**src/rtl/packet_admit_ctrl_pkg.sv**
```systemverilog
// Shared definitions for the packet admission path.
//   state_t      : packet-level state of the admission controller
//   PKT_*        : default payload width and matching EOP bit position in wdata
//   sat_inc()    : saturating increment for counters up to 64 bits wide
package packet_pkg;

    typedef enum logic [1:0] {
        IDLE = 2'd0,
        PASS = 2'd1,
        DROP = 2'd2
    } state_t;

    localparam int unsigned PKT_DATA_WIDTH = 31;
    // EOP sits directly above the payload in the FIFO word.
    localparam int unsigned PKT_EOP_BIT    = PKT_DATA_WIDTH;

    // Increment v, clamping at the all-ones value of a w-bit counter.
    function automatic logic [63:0] sat_inc(input logic [63:0] v, input int unsigned w);
        logic [63:0] lim;
        lim = (w >= 64) ? {64{1'b1}} : ((64'd1 << w) - 64'd1);
        return (v >= lim) ? lim : v + 64'd1;
    endfunction

endpackage

```
**src/rtl/packet_admit_ctrl_if.sv**
```systemverilog
// Ingress word stream plus FIFO write-side signals of the admission stage.
//   in_valid/in_sop/in_eop/in_data : word stream, no backpressure
//   afull/wrcnt                    : FIFO prog_full and write-side count
//   wen/wdata                      : FIFO write, wdata = {eop, data}
// slave is the controller side, master the producer/FIFO model side.
interface packet_admit_ctrl_if
    import packet_pkg::*;
#(
    parameter int unsigned DATA_WIDTH          = PKT_DATA_WIDTH,
    parameter int unsigned WR_DATA_COUNT_WIDTH = 5
);
    logic                           in_valid;
    logic                           in_sop;
    logic                           in_eop;
    logic [DATA_WIDTH-1:0]          in_data;
    logic                           afull;
    logic [WR_DATA_COUNT_WIDTH-1:0] wrcnt;
    logic                           wen;
    logic [DATA_WIDTH:0]            wdata;

    modport master (
        output in_valid, in_sop, in_eop, in_data, afull, wrcnt,
        input  wen, wdata
    );

    modport slave (
        input  in_valid, in_sop, in_eop, in_data, afull, wrcnt,
        output wen, wdata
    );
endinterface

```
**src/rtl/packet_admit_ctrl_sat_counter.sv**
```systemverilog
// Saturating event counter, synchronous active-high reset.
//   clk, rst : clock / reset
//   i_inc    : count one event this cycle
//   o_cnt    : current count, sticks at all-ones
module sat_counter
    import packet_pkg::*;
#(
    parameter int unsigned CNT_WIDTH = 32
) (
    input  logic                 clk,
    input  logic                 rst,
    input  logic                 i_inc,
    output logic [CNT_WIDTH-1:0] o_cnt
);
    logic [CNT_WIDTH-1:0] r_cnt;

    always_ff @(posedge clk) begin
        if (rst)
            r_cnt <= '0;
        else if (i_inc)
            r_cnt <= CNT_WIDTH'(sat_inc(64'(r_cnt), CNT_WIDTH));
    end

    assign o_cnt = r_cnt;
endmodule

```
**src/rtl/packet_admit_ctrl.sv**
```systemverilog
// Packet admission stage in front of the packet FIFO (write-clock domain).
// Decides per packet at SOP whether it fits, truncates over-long packets,
// closes packets that lose their EOP, and only ever writes packets that end
// with EOP=1 into the FIFO.
//   clk, rst          : write clock, synchronous active-high reset
//   bus (slave)       : input word stream, FIFO afull/wrcnt, FIFO wen/wdata
//   o_pass_cnt        : packets admitted
//   o_drop_cnt        : packets rejected at SOP
//   o_trunc_cnt       : packets cut at MAX_PKT_WORDS
//   o_malformed_cnt   : SOP while a packet is open, plus orphan words
//   o_busy            : a packet is open or a word is still held
module packet_admit_ctrl
    import packet_pkg::*;
#(
    parameter int unsigned DATA_WIDTH          = PKT_DATA_WIDTH,
    parameter int unsigned FIFO_WRITE_DEPTH    = 32,
    parameter int unsigned WR_DATA_COUNT_WIDTH = 5,
    parameter int unsigned MAX_PKT_WORDS       = 16,
    parameter int unsigned MARGIN              = 2,
    parameter int unsigned CNT_WIDTH           = 32
) (
    input  logic                 clk,
    input  logic                 rst,
    packet_admit_ctrl_if.slave   bus,
    output logic [CNT_WIDTH-1:0] o_pass_cnt,
    output logic [CNT_WIDTH-1:0] o_drop_cnt,
    output logic [CNT_WIDTH-1:0] o_trunc_cnt,
    output logic [CNT_WIDTH-1:0] o_malformed_cnt,
    output logic                 o_busy
);
    localparam int unsigned HR_W    = WR_DATA_COUNT_WIDTH + 2;
    localparam int unsigned WC_W    = $clog2(MAX_PKT_WORDS + 1);
    localparam int unsigned EOP_BIT = DATA_WIDTH;

    state_t                r_state, w_state_nxt;
    logic                  r_hold_vld;
    logic                  r_hold_eop;
    logic [DATA_WIDTH-1:0] r_hold_data;
    logic [WC_W-1:0]       r_word_cnt;
    logic                  r_wen;
    logic [DATA_WIDTH:0]   r_wdata;

    logic [HR_W-1:0]       w_headroom;
    logic [WC_W-1:0]       w_word_cnt_nxt;
    logic                  w_sop, w_admit, w_cont, w_accept, w_close, w_trunc;
    logic                  w_wr, w_wr_eop, w_orphan;

    // Widened so that the subtraction can never wrap for any wrcnt value.
    assign w_headroom = HR_W'(FIFO_WRITE_DEPTH) - HR_W'(bus.wrcnt);
    assign w_sop      = bus.in_valid & bus.in_sop;
    assign w_admit    = w_sop & ~bus.afull & (w_headroom >= HR_W'(MAX_PKT_WORDS + MARGIN));
    assign w_cont     = bus.in_valid & ~bus.in_sop & (r_state == PASS);
    assign w_accept   = w_admit | w_cont;
    // A new SOP arriving while a packet is open ends the open packet.
    assign w_close    = w_sop & (r_state == PASS);
    assign w_orphan   = bus.in_valid & ~bus.in_sop & (r_state == IDLE);

    assign w_word_cnt_nxt = w_admit ? WC_W'(1) : r_word_cnt + WC_W'(1);
    assign w_trunc        = w_accept & ~bus.in_eop & (w_word_cnt_nxt == WC_W'(MAX_PKT_WORDS));

    // The held word only leaves once we know whether it is the last one:
    // either it already carries EOP, a successor arrived, or the packet was
    // cut short by a new SOP (which forces EOP on it).
    assign w_wr     = r_hold_vld & (r_hold_eop | w_accept | w_close);
    assign w_wr_eop = r_hold_eop | w_close;

    always_comb begin
        w_state_nxt = r_state;
        if (w_sop) begin
            if (bus.in_eop)
                w_state_nxt = IDLE;
            else if (!w_admit || w_trunc)
                w_state_nxt = DROP;
            else
                w_state_nxt = PASS;
        end else if (bus.in_valid && r_state != IDLE) begin
            if (bus.in_eop)
                w_state_nxt = IDLE;
            else if (w_trunc)
                w_state_nxt = DROP;
        end
    end

    always_ff @(posedge clk) begin
        if (rst) begin
            r_state     <= IDLE;
            r_hold_vld  <= 1'b0;
            r_hold_eop  <= 1'b0;
            r_hold_data <= '0;
            r_word_cnt  <= '0;
            r_wen       <= 1'b0;
            r_wdata     <= '0;
        end else begin
            r_state <= w_state_nxt;
            r_wen   <= w_wr;
            if (w_wr) begin
                r_wdata[EOP_BIT]     <= w_wr_eop;
                r_wdata[EOP_BIT-1:0] <= r_hold_data;
            end
            if (w_accept) begin
                r_hold_vld  <= 1'b1;
                r_hold_data <= bus.in_data;
                r_hold_eop  <= bus.in_eop | w_trunc;
                r_word_cnt  <= w_word_cnt_nxt;
            end else if (w_wr) begin
                r_hold_vld  <= 1'b0;
            end
        end
    end

    assign bus.wen   = r_wen;
    assign bus.wdata = r_wdata;
    assign o_busy    = (r_state != IDLE) | r_hold_vld;

    sat_counter #(.CNT_WIDTH(CNT_WIDTH)) u_pass_cnt (
        .clk(clk), .rst(rst), .i_inc(w_admit), .o_cnt(o_pass_cnt));
    sat_counter #(.CNT_WIDTH(CNT_WIDTH)) u_drop_cnt (
        .clk(clk), .rst(rst), .i_inc(w_sop & ~w_admit), .o_cnt(o_drop_cnt));
    sat_counter #(.CNT_WIDTH(CNT_WIDTH)) u_trunc_cnt (
        .clk(clk), .rst(rst), .i_inc(w_trunc), .o_cnt(o_trunc_cnt));
    sat_counter #(.CNT_WIDTH(CNT_WIDTH)) u_malformed_cnt (
        .clk(clk), .rst(rst), .i_inc(w_close | w_orphan), .o_cnt(o_malformed_cnt));

endmodule

```
**src/flat_wrapper.sv**
```systemverilog
// flat-port wrapper written by rule: the top's interface ports become plain ports
module packet_admit_ctrl_flat import packet_pkg::*;
#(
    parameter int unsigned DATA_WIDTH          = PKT_DATA_WIDTH,
    parameter int unsigned FIFO_WRITE_DEPTH    = 32,
    parameter int unsigned WR_DATA_COUNT_WIDTH = 5,
    parameter int unsigned MAX_PKT_WORDS       = 16,
    parameter int unsigned MARGIN              = 2,
    parameter int unsigned CNT_WIDTH           = 32
)
  (clk, rst, o_pass_cnt, o_drop_cnt, o_trunc_cnt, o_malformed_cnt, o_busy, bus_in_valid, bus_in_sop, bus_in_eop, bus_in_data, bus_afull, bus_wrcnt, bus_wen, bus_wdata);
  packet_admit_ctrl_if #(.DATA_WIDTH(DATA_WIDTH), .WR_DATA_COUNT_WIDTH(WR_DATA_COUNT_WIDTH)) bus_i ();
  input  logic clk;
  input  logic rst;
  output logic [CNT_WIDTH-1:0] o_pass_cnt;
  output logic [CNT_WIDTH-1:0] o_drop_cnt;
  output logic [CNT_WIDTH-1:0] o_trunc_cnt;
  output logic [CNT_WIDTH-1:0] o_malformed_cnt;
  output logic o_busy;
  input wire logic [$bits(bus_i.in_valid)-1:0] bus_in_valid;
  input wire logic [$bits(bus_i.in_sop)-1:0] bus_in_sop;
  input wire logic [$bits(bus_i.in_eop)-1:0] bus_in_eop;
  input wire logic [$bits(bus_i.in_data)-1:0] bus_in_data;
  input wire logic [$bits(bus_i.afull)-1:0] bus_afull;
  input wire logic [$bits(bus_i.wrcnt)-1:0] bus_wrcnt;
  output wire logic [$bits(bus_i.wen)-1:0] bus_wen;
  output wire logic [$bits(bus_i.wdata)-1:0] bus_wdata;
  assign bus_i.in_valid = bus_in_valid;
  assign bus_i.in_sop = bus_in_sop;
  assign bus_i.in_eop = bus_in_eop;
  assign bus_i.in_data = bus_in_data;
  assign bus_i.afull = bus_afull;
  assign bus_i.wrcnt = bus_wrcnt;
  assign bus_wen = bus_i.wen;
  assign bus_wdata = bus_i.wdata;
  packet_admit_ctrl #(.DATA_WIDTH(DATA_WIDTH), .FIFO_WRITE_DEPTH(FIFO_WRITE_DEPTH), .WR_DATA_COUNT_WIDTH(WR_DATA_COUNT_WIDTH), .MAX_PKT_WORDS(MAX_PKT_WORDS), .MARGIN(MARGIN), .CNT_WIDTH(CNT_WIDTH)) u_core (.clk(clk), .rst(rst), .bus(bus_i), .o_pass_cnt(o_pass_cnt), .o_drop_cnt(o_drop_cnt), .o_trunc_cnt(o_trunc_cnt), .o_malformed_cnt(o_malformed_cnt), .o_busy(o_busy));
endmodule
```
**config.mk**
```make
export PLATFORM = sky130hd
export DESIGN_NAME = packet_admit_ctrl_flat
export DESIGN_NICKNAME = d
export VERILOG_FILES = /design/src/rtl/packet_admit_ctrl_pkg.sv /design/src/rtl/packet_admit_ctrl_if.sv /design/src/rtl/packet_admit_ctrl_sat_counter.sv /design/src/rtl/packet_admit_ctrl.sv /design/src/flat_wrapper.sv
export SDC_FILE = /design/constraint.sdc
export NUM_CORES = 1
export LEC_CHECK = 0
export CAP_MARGIN = 20
export CORE_ASPECT_RATIO = 2
export CORE_MARGIN = 4
export CORE_UTILIZATION = 35
export DETAILED_ROUTE_END_ITERATION = 12
export GPL_TIMING_DRIVEN = 0
export SYNTH_ARGS = -nofsm -noshare
export SYNTH_HDL_FRONTEND = slang
export SYNTH_SLANG_ARGS = --single-unit
```
**constraint.sdc**
```tcl
create_clock -name clk -period 3.04 [get_ports clk]
set_clock_uncertainty 0.15 [all_clocks]
set_input_delay 0.304 -clock clk [delete_from_list [all_inputs] [get_ports clk]]
set_output_delay 0.304 -clock clk [all_outputs]
set_load 0.005 [all_outputs]
```
* Word level (Yosys, flattened, before mapping)
Index checks and enable logic that the tools add are counted.
Widths: inputs -> output; s select.
** Word-level totals
- Bits in registers :: 201
- Latch bits :: 0
- Bits in writable memories :: 0
- ROM bits :: 0
- Input bits :: 42
- Output and inout bits :: 162
- Word-level logic and storage cells :: 68
- Memories kept :: 0
** Cells by class
- Add/sub/neg operators :: 6
- Multipliers :: 0
- Divide/modulo/power cells :: 0
- Magnitude comparators :: 5
- Equal/unequal tests :: 2
- Shift operators :: 0
- Multiplexer cells :: 13
- Bitwise logic cells :: 22
- Reductions and logical operators :: 9
** Operator list (number)
- $add 32x1->32 const B :: 4
- $ge 32x32->1 const B :: 4
- $mux 32 :: 4
- $mux 2 :: 6
- $and 1x1->1 :: 11
- $ge 7x5->1 const B :: 1
- $or 1x1->1 :: 7
- $sub 6x5->7 const A :: 1
- $reduce_bool 2->1 :: 3
- $add 5x1->5 const B :: 1
- $eq 5x5->1 const B :: 1
- $mux 5 :: 1
- $not 1->1 :: 4
- $reduce_bool 3->1 :: 1
- $eq 2x1->1 const B :: 1
- $logic_not 2->1 :: 1
- $mux 1 :: 2
- $reduce_and 2->1 :: 1
- $logic_and 1x1->1 :: 1
- $logic_not 1->1 :: 1
- $logic_or 1x1->1 :: 1

* Logic depth before layout (Yosys ltp)
Gate-level depths: netlist (run 1).
- Word-level depth :: 10
- Mapped depth :: 10
- Mapped depth without buffers :: 8

* Cells and area by module
A second synthesis (run 1) with hierarchy kept.
** Second synthesis, totals
- Cell total of the unflattened synthesis :: 1033
- Area, all modules :: 9187.6 sq um
** By module, submodules not included
- sat_counter :: times used 4, cells each 178, area an instance 1535.2 sq um, seq. area each 640.6 sq um
- packet_admit_ctrl :: times used 1, cells each 321, area an instance 3046.7 sq um, seq. area each 1461.4 sq um

* Least setup slack after synthesis (run 1)
No wires, ideal clock.
- Path kind :: input -> register
- Start point :: in bus_wrcnt[0]
- End point :: reg u_core.u_drop_cnt.r_cnt[31] (netlist: u_core.u_drop_cnt.o_cnt[31])
- Library setup time :: 0.073 ns
- Arrival time :: 2.546 ns
- Data required time :: 2.817 ns
- Path slack :: 0.271 ns
- Cell stages on the path :: 9
- Path buffers :: 1
- Cells stage by stage :: inv_1 ha_1 or4_4 a32oi_4 o2111ai_4 or4_4 buf_6 and4_1 nor3_2
** Between the ends
- Cells in the longest elaborated chain, start to end :: 5
** RTL lines
- start, declared :: RTL line flat_wrapper.sv:25 : input wire logic [$bits(bus_i.wrcnt)-1:0] bus_wrcnt;
- $sub 6x5->7 :: RTL line packet_admit_ctrl.sv:49 : assign w_headroom = HR_W'(FIFO_WRITE_DEPTH) - HR_W'(bus.wrcnt);
- $ge 7x5->1 :: RTL line packet_admit_ctrl.sv:51 : assign w_admit = w_sop & ~bus.afull & (w_headroom >= HR_W'(MAX_PKT_WORDS + MARGIN));
- $and 1x1->1 :: RTL line packet_admit_ctrl.sv:51
- $not 1->1 :: RTL line packet_admit_ctrl.sv:118 : .clk(clk), .rst(rst), .i_inc(w_sop & ~w_admit), .o_cnt(o_drop_cnt));
- $and 1x1->1 :: RTL line packet_admit_ctrl.sv:118
- end signal, assigned :: RTL line packet_admit_ctrl_sat_counter.sv:21 : r_cnt <= CNT_WIDTH'(sat_inc(64'(r_cnt), CNT_WIDTH));
- end, declared :: RTL line packet_admit_ctrl_sat_counter.sv:15 : logic [CNT_WIDTH-1:0] r_cnt;
No other way between the ends.
A chain may end at the register's enable or synchronous reset.

* Worst setup path after layout (run 1)
- Start point :: reg u_core.r_word_cnt[0]
- End point :: reg u_core.u_trunc_cnt.r_cnt[27] (netlist: u_core.u_trunc_cnt.o_cnt[27])
** Between the ends
- Cells in the longest elaborated chain, start to end :: 4
** RTL lines
- start, declared :: RTL line packet_admit_ctrl.sv:39 : logic [WC_W-1:0] r_word_cnt;
- start signal, assigned :: RTL line packet_admit_ctrl.sv:104 : r_word_cnt <= w_word_cnt_nxt;
- $add 5x1->5 :: RTL line packet_admit_ctrl.sv:58 : assign w_word_cnt_nxt = w_admit ? WC_W'(1) : r_word_cnt + WC_W'(1);
- $mux 5 :: RTL line packet_admit_ctrl.sv:58
- $eq 5x5->1 :: RTL line packet_admit_ctrl.sv:59 : assign w_trunc = w_accept & ~bus.in_eop & (w_word_cnt_nxt == WC_W'(MAX_PKT_WORDS));
- $and 1x1->1 :: RTL line packet_admit_ctrl.sv:59
- end signal, assigned :: RTL line packet_admit_ctrl_sat_counter.sv:21
- end, declared :: RTL line packet_admit_ctrl_sat_counter.sv:15
No other way between the ends.

==> impl_metrics.yaml, run 1 <==
pwr:
  power_leakage_nw: 3.968
  power.density_nw_per_um2: 450.1
  worst_ir_drop_vdd_mv: 0.4344
  power_frac_comb_pct: 4.4
  finalPower_w: 0.005495
  swShare_pct: 22.30
  seqPwrFrac_pct: 48.5
  p_clk_share_pct: 47.0
  power.switching_w: 0.001225
  power.internal_w: 0.004269
die:
  num_rows: 82
  die_w_um: 120.9
  design.core.area_um2: 25140
  fp.dieH_um: 233.7
  start_util_pct: 35.48
  dieArea_um2: 28250
  ios: 204
route:
  post-route-drc-count: 0
  vias: 8202
  wire_per_inst_um: 16.98
  postRouteAntennaNets: 0
  viasPerCell: 5.098
  dr.first_iter.drc_count: 337
  drtPass1Iterations: 4
  wl_um: 27320
synthesis:
  synth_most_common_cell: "dfxtp_1"
  synth_top_family_by_area: "simple AND/OR/NAND/NOR gates"
  avgSynthCellArea_um2: 8.674
  synthCells: 1028
  synth_fa_ha_area_share_pct: 0.9822
  synth-compound-area-share_pct: 13.30
  muxShareOfSynthArea_pct: 4.153
  synth-edff-count: 0
  synth_top_area_share_pct: 45.12
  yosys.area.top_type: "dfxtp_1"
  yosys-top-cells-area: "dfxtp_1, a21oi_1, xor2_1"
  synthSimpleGateAreaFrac_pct: 22.94
  synth_common_cells: "dfxtp_1, a21oi_1, nand2_1, nor2_1, xor2_1"
  synth_flop_cell: "dfxtp_1"
  yosysWarnings: 0
  ys_seq_elements: 201
  synthArstFlopShare_pct: 0
  syn_nets: 1077
  synthXorXnorAreaFrac_pct: 10.21
  ys_seq_area_share_pct: 45.12
  synth_area_um2: 8917
  ys_types: 51
setup_path:
  crit_fanout: 10
  crit_path_cell_trace: "ha_1, or3b_1, nor3_4, o2111ai_4, or4_1, buf_2, buf_2, a21oi_1"
  path_class: "register to register"
  crit_path_end_kind: "register"
  start_kind: "register"
  slowest_stage: "or4_1"
  cp.arrival_ps: 3170
  required_ps: 3320
  worst_path_largest_cell_delay_ps: 530
  crit_top_cell: "buf_2"
global_route:
  grt_pass1_wl_um: 43640
  first_global_vias: 8376
  grt_max_degree: 15
  grt_usage_pct: 19.06
  grt_overflow: 0
  grt_antenna_before_repair: 0
outcome:
  status: "completed"
timing:
  post-route-min-period_ps: 2894
  grt_setup_unrepaired: "false"
  setup-violations-final: 0
  slew_headroom_pct: 39.45
  worst_slew_pin_slew_ps: 907.4
  setup_tns_ps: 0
  fmax_mhz: 345.5
  slew_viol_final: 0
  hold_viol: 0
  post-route-period-util_pct: 95.21
final_layout:
  nets: 1308
  area_delta_synth_final_pct: 36.89
  fillers: 2454
  seq_area_um2: 4025
  drive_gt1_share_pct: 7.070
  antenna_cells: 0
  multi_input_area_um2: 4683
cts:
  cts_tree: "yes"
  clock-sinks: 201
  cts_buffer_depth: 3
  clk_pin_slew_ps: 70
  cts-htree-levels: 1
  root_buffer: "clkbuf_16"
  clkLatencyLatePin_ps: 500
  cts_inserted_buffers: 20
place:
  dpl.hpwl_um: 20640
  io_buffers: 201
  gp_congestion: 0.8339
worst_hold_path:
  min_path_type: "primary input to register"
flow_run:
  cap_viol_max_count: 0
==> layout by cell type (no fill, tap or decap), types with 17 or more instances in the layout <==
| cell type | instances |
|---|---|
| mux2i_1 | 37 |
| nand3_1 | 42 |
| nor3_1 | 32 |
| nand2_1 | 116 |
| clkbuf_16 | 21 |
| and3_1 | 25 |
| nor2_1 | 78 |
| dfxtp_1 | 200 |
| a21oi_1 | 134 |
| nand4_1 | 41 |
| clkbuf_1 | 35 |
| clkdlybuf4s50_1 | 199 |
| xnor2_1 | 43 |
| inv_1 | 17 |
| xor2_1 | 61 |
==> critical path, delay by kind of cell (launching register included) <==
family / cells / cell delay, ps
compound gates: 2 / 360
fa+ha+maj: 1 / 310
buf+inv: 2 / 410
flops: 1 / 350
simple gates: 3 / 1240
==> final timing paths <==
check	startpoint	endpoint	slack, ps	cells past startpoint
worst max-delay path	u_core.r_word_cnt[0]$_SDFFE_PP0P_	u_core.u_trunc_cnt.o_cnt[27]$_SDFFE_PP0P_	150	8
worst min register to register	u_core.r_hold_data[6]$_SDFFE_PP0P_	u_core.r_hold_data[6]$_SDFFE_PP0P_	300	2
worst min-delay path	bus_in_sop	u_core.r_state[1]$_SDFFE_PP0P_	60	3
worst max register to register	u_core.r_word_cnt[0]$_SDFFE_PP0P_	u_core.u_trunc_cnt.o_cnt[27]$_SDFFE_PP0P_	150	8
==> area by class of cell <==
class                           count  share of cell area, %
Multi-Input combinational cell    755                  38.37
Clock buffer                       29                  5.125
Inverter                           17                 0.5228
Tap cell                          336                  3.444
Buffer                             54                  1.978
Timing Repair Buffer              210                  17.10
Sequential cell                   201                  32.97
Clock inverter                      7                 0.4920
==> power groups by stage <==
| stage | Combinational (W) | Clock (W) | Sequential [W] |
|---|---|---|---|
| 2_1_floorplan | 0.000115 | 0 | 0.00272 |
| 4_1_cts | 0.000245 | 0.00267 | 0.00267 |
| 3_5_place_dp | 0.000237 | 0 | 0.00273 |
| 6_report | 0.000244 | 0.00258 | 0.00267 |
| 5_1_grt | 0.000269 | 0.00277 | 0.00267 |
| 3_3_place_gp | 0.000236 | 0 | 0.00273 |
==> metrics by stage <==
| step | worst slack, ps | instance area [um2] | util, % | hold WS [ps] | cells |
|---|---|---|---|---|---|
| finish | 145.8 | 12210 | 48.56 | 63.87 | 1609 |
| global route | 2.807 | 12210 | 48.56 | 61.48 | 1609 |
| CTS | 2.219 | 12110 | 48.18 | 42.90 | 1606 |
| detailed placement | -889.3 | 11350 | 45.15 | 293.3 | 1565 |
| global placement | -891.4 | 11350 | 45.15 | 288.1 | 1565 |
| floorplan | 270.7 | 8917 | - | 281.5 | 1028 |
==> registers in the layout (all words and copies together), names as in the netlist <==
name / count
u_core.r_hold_vld: 1
u_core.u_drop_cnt.o_cnt: 32
u_core.u_malformed_cnt.o_cnt: 32
u_core.u_trunc_cnt.o_cnt: 32
u_core.r_hold_eop: 1
u_core.u_pass_cnt.o_cnt: 32
u_core.r_hold_data: 31
u_core.r_word_cnt: 5
u_core.r_state: 2
u_core.bus.wdata: 32
u_core.bus.wen: 1
==> per-layer routing <==
layer / vias up / routed length, um / GRT usage [%]
met5: - / 0 / 0
met4: 0 / 703 / 6.738
met3: 43 / 1448 / 3.814
met2: 183 / 15340 / 37.59
met1: 3873 / 9826 / 19.38
li1: 4103 / - / -
==> what timing repair did <==
item / in CTS / in global routing
setup buffers: 4 / 4
endpoints found under the setup margin: 111 / 124
gates resized for setup: 10 / 25
hold buffers: 1 / 0
pin swaps: 4 / 4
hold endpoints to repair: 1 / 0
==> cells by family after synthesis <==
family,Yosys count
xor gates and xnor gates,104
DFF,201
AOI/OAI and AO/OA,200
adders and majority gates,7
and+or+nand+nor,407
buffers and inverters,72
muxes,37
(Power assumes the default switching activity.)
==> inputs of run 2 (changes only) <==
--- a/config.mk
+++ b/config.mk
@@ -6,11 +6,16 @@
 export NUM_CORES = 1
 export LEC_CHECK = 0
 export CAP_MARGIN = 20
+export CELL_PAD_IN_SITES_DETAIL_PLACEMENT = 0
+export CELL_PAD_IN_SITES_GLOBAL_PLACEMENT = 1
 export CORE_ASPECT_RATIO = 2
 export CORE_MARGIN = 4
 export CORE_UTILIZATION = 35
+export CTS_CLUSTER_SIZE = 12
 export DETAILED_ROUTE_END_ITERATION = 12
 export GPL_TIMING_DRIVEN = 0
+export PLACE_DENSITY_LB_ADDON = 0.1
+export SKIP_LAST_GASP = 1
 export SYNTH_ARGS = -nofsm -noshare
 export SYNTH_HDL_FRONTEND = slang
 export SYNTH_SLANG_ARGS = --single-unit
==> impl_metrics.yaml, run 2 (synthesis results as in run 1) <==
timing:
  fmax_mhz: 338.0
  setup-violations-final: 0
  slew_headroom_pct: 36.64
  slew_viol_final: 0
  worst_slew_pin_slew_ps: 949.4
  grt_setup_unrepaired: "true"
  post-route-min-period_ps: 2958
  hold_viol: 0
  post-route-period-util_pct: 97.32
route:
  wl_um: 27720
  viasPerCell: 5.072
  drtPass1Iterations: 4
  post-route-drc-count: 0
  wire_per_inst_um: 17.28
  dr.first_iter.drc_count: 385
  vias: 8135
  postRouteAntennaNets: 0
setup_path:
  crit_path_cell_trace: "clkdlybuf4s50_1, inv_1, ha_1, or4_4, a32oi_4, o2111ai_4, or4_4, buf_6, and4_1, nor3_2"
  worstReg2RegEnd: "u_core.u_trunc_cnt.o_cnt[11]$_SDFFE_PP0P_"
  crit_fanout: 10
  rr_startpoint: "u_core.r_word_cnt[0]$_SDFFE_PP0P_"
  slowest_stage: "or4_4"
  critPathTopFamily: "simple AND/OR/NAND/NOR gates"
  worst_path_largest_cell_delay_ps: 560
  path_depth: 10
  crit_path_end_kind: "register"
  cp_num_buf_inv: 3
  rrSetupSlack_ps: 210
  required_ps: 3320
  start_kind: "primary input"
  reg2reg_depth: 7
  path_class: "primary input to register"
  crit_top_cell: "or4_4"
  cp.arrival_ps: 3240
die:
  ios: 204
  dieArea_um2: 28250
  num_rows: 82
  die_w_um: 120.9
  design.core.area_um2: 25140
  fp.dieH_um: 233.7
  start_util_pct: 35.48
place:
  dpl.hpwl_um: 20740
  gp_congestion: 0.7942
  io_buffers: 201
cts:
  cts_inserted_buffers: 21
  root_buffer: "clkbuf_16"
  cts_tree: "yes"
  cts-htree-levels: 1
  clk_pin_slew_ps: 60
  clock-sinks: 201
  clkLatencyLatePin_ps: 510
  cts_buffer_depth: 3
final_layout:
  antenna_cells: 0
  nets: 1309
  seq_area_um2: 4024
  final_common_cell: "dfxtp_1"
  fin_util_pct: 48.17
  multi_input_area_um2: 4674
  mostFrequentLayoutCells: "dfxtp_1, clkdlybuf4s50_1, a21oi_1"
  area_delta_synth_final_pct: 35.78
  drive_gt1_share_pct: 6.073
  fillers: 2497
pwr:
  swShare_pct: 22.62
  p_clk_share_pct: 44.8
  seqPwrFrac_pct: 50.6
  worst_ir_drop_vdd_mv: 0.4418
  finalPower_w: 0.005277
  power.density_nw_per_um2: 435.9
  power_leakage_nw: 3.936
  power.switching_w: 0.001194
  power.internal_w: 0.004084
  power_frac_comb_pct: 4.6
global_route:
  grt_overflow: 0
  grt_max_degree: 13
  grt_pass1_wl_um: 43130
  grt_usage_pct: 19.03
  first_global_vias: 8029
  grt_antenna_before_repair: 2
flow_run:
  cap_viol_max_count: 0
outcome:
  status: "completed"
worst_hold_path:
  min_path_type: "primary input to register"
  worstHoldStart: "bus_in_valid"
  hold_depth: 3
  hold_end: "u_core.r_state[1]$_SDFFE_PP0P_"
run 2: worst max path at each step:
stage                 start                                  endpoint  slack [ps]
2_1_floorplan  bus_wrcnt[0]  u_core.u_drop_cnt.o_cnt[31]$_SDFFE_PP0P_         270
3_3_place_gp   bus_wrcnt[0]       u_core.r_hold_data[21]$_SDFFE_PP0P_        -880
3_5_place_dp   bus_wrcnt[1]       u_core.r_hold_data[21]$_SDFFE_PP0P_        -940
4_1_cts        bus_wrcnt[0]  u_core.u_drop_cnt.o_cnt[31]$_SDFFE_PP0P_         -30
5_1_grt        bus_wrcnt[1]         u_core.bus.wdata[25]$_SDFFE_PP0P_          -3
6_report       bus_wrcnt[1]  u_core.u_drop_cnt.o_cnt[31]$_SDFFE_PP0P_          80
run 2: layer usage:
layer / vias to the layer above / routed length (um) / part of all wire (%) / global-route usage [%]
li1: 4096 / - / - / -
met1: 3822 / 10080 / 36 / 19.02
met2: 172 / 15380 / 55 / 37.68
met3: 41 / 1715 / 6.2 / 5.069
met4: 4 / 534 / 1.9 / 5.390
met5: - / 22 / 0.079 / 0
run 2: layout make-up:
class | count | area share [%]
clock inverters | 1 | 0.04133
well taps | 336 | 3.472
plain buffers | 53 | 1.994
repair buffers | 211 | 17.26
inverters | 17 | 0.5270
clock buffers | 30 | 4.867
multi-input cells | 755 | 38.61
flip-flops and latches | 201 | 33.23
run 2: power groups by stage:
stage	Sequential (W)	Combinational [W]	Clock [W]
after floorplan	0.00272	0.000115	0
after global placement	0.00273	0.000238	0
after detailed placement	0.00273	0.000238	0
after CTS	0.00267	0.000241	0.00246
after global routing	0.00267	0.000268	0.00254
final	0.00267	0.000244	0.00237
run 2: what timing repair did:
| item | in CTS | in global routing |
|---|---|---|
| buffers inserted | 1 | 9 |
| resized for setup | 12 | 15 |
| endpoints found under the hold margin | 0 | 0 |
| pin swaps | 1 | 6 |
| endpoints found under the setup margin | 110 | 117 |
| hold buffers | 0 | 0 |
run 2: worst reg2reg max path, stage by stage (launching register included):
cell and delay (ps):
dfxtp_1 410, ha_1 270, or3b_1 450, nor4b_1 790, and3_1 280, nand4_1 120
xor2_1 160, a21oi_1 130
run 2: through the flow:
step	cells	setup WS, ps	TNS [ps]	cell area (um2)	hold slack, ps
after global placement	1565	-879.0	-84030	11350	287.7
after CTS	1597	-34.62	-37.13	12000	5.553
after global routing	1604	-2.651	-6.522	12110	34.27
after floorplan	1028	270.7	0	8917	281.5
final	1604	81.59	0	12110	33.69
after detailed placement	1565	-944.2	-91150	11350	294.2
==> RTL change 1, RTL diff (settings of run 1) <==
Set the package constant `PKT_DATA_WIDTH` to 62 (it was 31).
--- a/src/rtl/packet_admit_ctrl_pkg.sv
+++ b/src/rtl/packet_admit_ctrl_pkg.sv
@@ -10,7 +10,7 @@
         DROP = 2'd2
     } state_t;
 
-    localparam int unsigned PKT_DATA_WIDTH = 31;
+    localparam int unsigned PKT_DATA_WIDTH = 62;
     // EOP sits directly above the payload in the FIFO word.
     localparam int unsigned PKT_EOP_BIT    = PKT_DATA_WIDTH;
 
Interface: changed (resized bus_in_data and bus_wdata); port bits go from 204 to 266. No check against the original RTL was run, so the function may have changed too.
==> RTL change 1 against run 1 <==
- fmax decreased by 0.17%
- sequential cell count increased by 62
- routed wire length increased by 28%
- final area increased by 24%
- total power increased by 30%
- count of clock-buffer cells in the layout increased by 2
- synthesized area increased by 24%
- setup slack got worse by 0.0051 ns
- worst hold slack got worse by 0.019 ns
- critical endpoint is now u_core.u_drop_cnt.o_cnt[10]
- largest cell class unchanged
- largest power group unchanged
==> RTL change 1: results (changes against run 1) <==
Logic synthesis
  • Synth Net Count: 1356 (was 1077)
  • Area contributors post-synth: dfxtp_1, mux2i_1, a21oi_1 (was dfxtp_1, a21oi_1, xor2_1)
  • Synth Area in XOR/XNOR: 8.218% (was 10.21%)
  • Mapped Area: 11080 sq um (was 8917 sq um)
  • Mean post-synth cell area: 8.687 sq um (was 8.674 sq um)
  • Distinct cells, synth: 56 (was 51)
  • Synth Area in Adders: 0.7902% (was 0.9822%)
  • Sequential fraction of the synthesis area: 47.50% (was 45.12%)

Min path
  • Hold path endpoint: u_core.u_trunc_cnt.o_cnt[4] (was u_core.r_state[1])
  • Hold Startpoint: rst (was bus_in_sop)

Placement
  • GPL Wtd Cong: 0.8699 (was 0.8339)
  • Detail Placement HPWL: 26.82 mm (was 20.64 mm)
  • Port Buffers: 264 (was 201)
  • Place WS: -0.7475 ns (was -0.8893 ns)

Drt
  • Pre-Repair DR Iteration Count: 5 (was 4)
  • Routed vias/inst: 5.006 (was 5.098)
  • Detailed-route via count: 10040 (was 8202)
  • Total routed wirelength: 34.97 mm (was 27.32 mm)
  • DR iter-0 viols: 277 (was 337)
  • Met2 wire len: 19.74 mm (was 15.34 mm)

Finish
  • Multi-input combinational area share: 35.83% (was 38.37%)
  • FILL cells: 2985 (was 2454)
  • CLK BUF: 31 (was 29)

Global routing
  • First-pass GRT wire length: 53.83 mm (was 43.64 mm)

Setup path
  • R2R Setup Slk: 0.17 ns (was 0.15 ns)
  • Crit path DAT: 3.22 ns (was 3.17 ns)

Clock tree
  • Post-CTS Setup Inserts: 0 (was 4)
  • Clock buffer count from CTS: 26 (was 20)
  • Clock Latency Late Sink: 0.54 ns (was 0.50 ns)

Run status
  • Status: completed (unchanged)

Power
  • Comb group: 0.000320 W (was 0.000244 W)
## RTL change 1: repair_timing
action / in CTS / in global routing
resized for setup: 1 / 13
hold buffers: 0 / 0
endpoints found under the setup margin: 60 / 185
## RTL change 1: how the worst max path moves through the flow
| stage | from | slack (ns) | to | cells past startpoint |
|---|---|---|---|---|
| floorplan | bus_wrcnt[0] | 0.39 | u_core.bus.wdata[47] | 10 |
| global placement | bus_wrcnt[0] | -0.70 | u_core.r_hold_data[57] | 10 |
| detailed placement | bus_wrcnt[0] | -0.75 | u_core.r_hold_data[52] | 10 |
| CTS | u_core.u_pass_cnt.o_cnt[3] | 0.01 | u_core.u_pass_cnt.o_cnt[26] | 6 |
| global route | u_core.u_pass_cnt.o_cnt[3] | -0.05 | u_core.u_pass_cnt.o_cnt[26] | 6 |
| finish | bus_wrcnt[1] | 0.14 | u_core.u_drop_cnt.o_cnt[10] | 11 |
==> RTL change 2, RTL diff (config.mk and constraints of run 1) <==
Made on the original files. Re-encode `state_t` (3 states) as one-hot, 3 bits wide.
--- a/src/rtl/packet_admit_ctrl_pkg.sv
+++ b/src/rtl/packet_admit_ctrl_pkg.sv
@@ -4,10 +4,10 @@
 //   sat_inc()    : saturating increment for counters up to 64 bits wide
 package packet_pkg;
 
-    typedef enum logic [1:0] {
-        IDLE = 2'd0,
-        PASS = 2'd1,
-        DROP = 2'd2
+    typedef enum logic [2:0] {
+        IDLE = 3'b001,
+        PASS = 3'b010,
+        DROP = 3'b100
     } state_t;
 
     localparam int unsigned PKT_DATA_WIDTH = 31;
Formal check against the unedited RTL: same outputs for any inputs over 4 cycles, from zero or initial values and one cycle with rst high; so few cycles prove little.
==> RTL change 2 against run 1 <==
- synthesized area increased by 1.7%
- sequential cell count grew 1
- final area rose by 1.2%
- setup slack got worse by 0.023 ns
- non-clock buffer count down 2
- first-iteration DRC count rose by 22%
- count of clock-buffer cells in the layout down 1
- total power fell by 0.72%
- routed wire length increased by 1.9%
- combinational power is 2% higher
- highest routed layer unchanged
- via count is 1.2% higher
==> RTL change 2: results (changes against run 1) <==
Logic synthesis
  • Synth Net Count: 1085 (was 1077)
  • Sequential fraction of the synthesis area: 44.60% (was 45.12%)
  • Area contributors post-synth: dfxtp_1, a21oi_1, xnor2_1 (was dfxtp_1, a21oi_1, xor2_1)
  • Commonest cells post-synth: dfxtp_1, nand2_1, a21oi_1 (was dfxtp_1, a21oi_1, nand2_1)
  • Synth Area in Compound Gates: 13.76% (was 13.30%)
  • Synth Area in XOR/XNOR: 9.661% (was 10.21%)
  • Distinct cells, synth: 64 (was 51)
  • Multiplexer share of the synthesized area: 4.195% (was 4.153%)
  • Synth Area in Adders: 0.9661% (was 0.9822%)

Drt
  • Met2 wire len: 15.69 mm (was 15.34 mm)
  • Total routed wirelength: 27.84 mm (was 27.32 mm)
  • Routed vias/inst: 5.130 (was 5.098)
  • DR iter-0 viols: 410 (was 337)
  • WL met1: 9.835 mm (was 9.826 mm)
  • Routed wl met3: 1.296 mm (was 1.448 mm)

Placement
  • GPL Wtd Cong: 0.8389 (was 0.8339)
  • Place WS: -0.7608 ns (was -0.8893 ns)
  • Detail Placement HPWL: 20.80 mm (was 20.64 mm)
  • Port Buffers: 202 (was 201)

Global routing
  • Total track usage: 19.20% (was 19.06%)
  • Largest net degree at the start of global routing: 16 (was 15)
  • Vias in the first global route: 8306 (was 8376)
  • First-pass GRT wire length: 44.61 mm (was 43.64 mm)

Finish
  • Number of diodes: 0 (unchanged)
  • Final net count: 1314 (was 1308)
  • Share of cells above drive strength 1: 8.059% (was 7.070%)
  • FILL cells: 2564 (was 2454)

Power
  • Peak VDD IR: 354.1 uV (was 434.4 uV)
  • Pleak: 4.036 nW (was 3.968 nW)

Min path
  • Hold path endpoint: u_core.r_hold_data[17] (was u_core.r_state[1])
  • Hold Startpoint: bus_in_data[17] (was bus_in_sop)

Clock tree
  • H-tree depth: 1 (unchanged)

STA
  • Hold_ws: 0.1991 ns (was 0.06387 ns)
  • Worst slew margin: 43.38% (was 39.45%)

Setup path
  • Reg2reg start: u_core.u_trunc_cnt.o_cnt[2] (was u_core.r_word_cnt[0])
  • FF-to-FF path depth: 7 (was 8)
  • RR Endpoint: u_core.u_trunc_cnt.o_cnt[22] (was u_core.u_trunc_cnt.o_cnt[27])
  • Crit path DAT: 3.13 ns (was 3.17 ns)
  • R2R Setup Slk: 0.27 ns (was 0.15 ns)

Run status
  • Status: completed (unchanged)
[RTL change 2: cell families (layout without fill, tap and decap cells)]
logic type | after synthesis | in the layout
fa+ha+maj | 7 | 7
xor+xnor | 100 | 100
buf+inv | 83 | 325
mux | 38 | 38
compound gates | 203 | 203
flops | 202 | 202
simple gates | 403 | 403
[RTL change 2: worst max path at each step]
stage                                  end  slack (ns)  depth (start not counted)
2_1_floorplan  u_core.u_drop_cnt.o_cnt[24]        0.35                          9
4_1_cts        u_core.u_drop_cnt.o_cnt[24]       -0.01                         10
3_5_place_dp    u_core.u_pass_cnt.o_cnt[6]       -0.76                         10
6_report            u_core.r_hold_data[10]        0.12                         11
3_3_place_gp    u_core.u_pass_cnt.o_cnt[6]       -0.73                         10
5_1_grt             u_core.r_hold_data[18]      -0.006                         11
[RTL change 2: through the flow]
stage	instance area [sq um]	utilization, %	instances
3_5_place_dp	11510	44.89	1578
6_report	12350	48.14	1618
3_3_place_gp	11510	44.89	1578
4_1_cts	12200	47.57	1613
2_1_floorplan	9066	-	1036
5_1_grt	12350	48.14	1618
[RTL change 2: layout make-up]
type / count / area, sq um / share of cell area [%]
buffer: 55 / 277.8 / 2.249
clock buffer: 28 / 591.8 / 4.793
clock inverter: 7 / 65.06 / 0.5269
inverter: 28 / 105.1 / 0.8512
multi-input combinational: 751 / 4767 / 38.61
sequential: 202 / 4044 / 32.75
tap: 340 / 425.4 / 3.445
timing repair buffer: 207 / 2072 / 16.78
[RTL change 2: metal layers]
layer  vias to the layer above  GRT usage (%)
met5                         -              0
met1                      3970          19.12
met2                       200          37.89
met4                         0          7.820
met3                        58          3.198
li1                       4073              -
[RTL change 2: worst max-delay path: stages]
cell and delay (ns):
clkdlybuf4s50_1 0.50, inv_1 0.07, ha_1 0.29, or4_1 0.55, a32oi_4 0.33, a21boi_2 0.18, or2_2 0.32, clkbuf_1 0.18
buf_2 0.22, nand2_1 0.10, a21oi_1 0.07
[RTL change 2: where the power goes]
part           switching [W]  internal, W
logic               0.000145     0.000104
clock network        0.00108      0.00145
registers          0.0000146      0.00266
[RTL change 2: repair_timing]
action                     4_1_cts  5_1_grt
buffers inserted                 0        5
pin swaps                        0        2
hold buffers                     0        0
gates resized for setup          7       27
gates cloned                     0        0
setup endpoints to repair       50      121
hold endpoints to repair         0        0
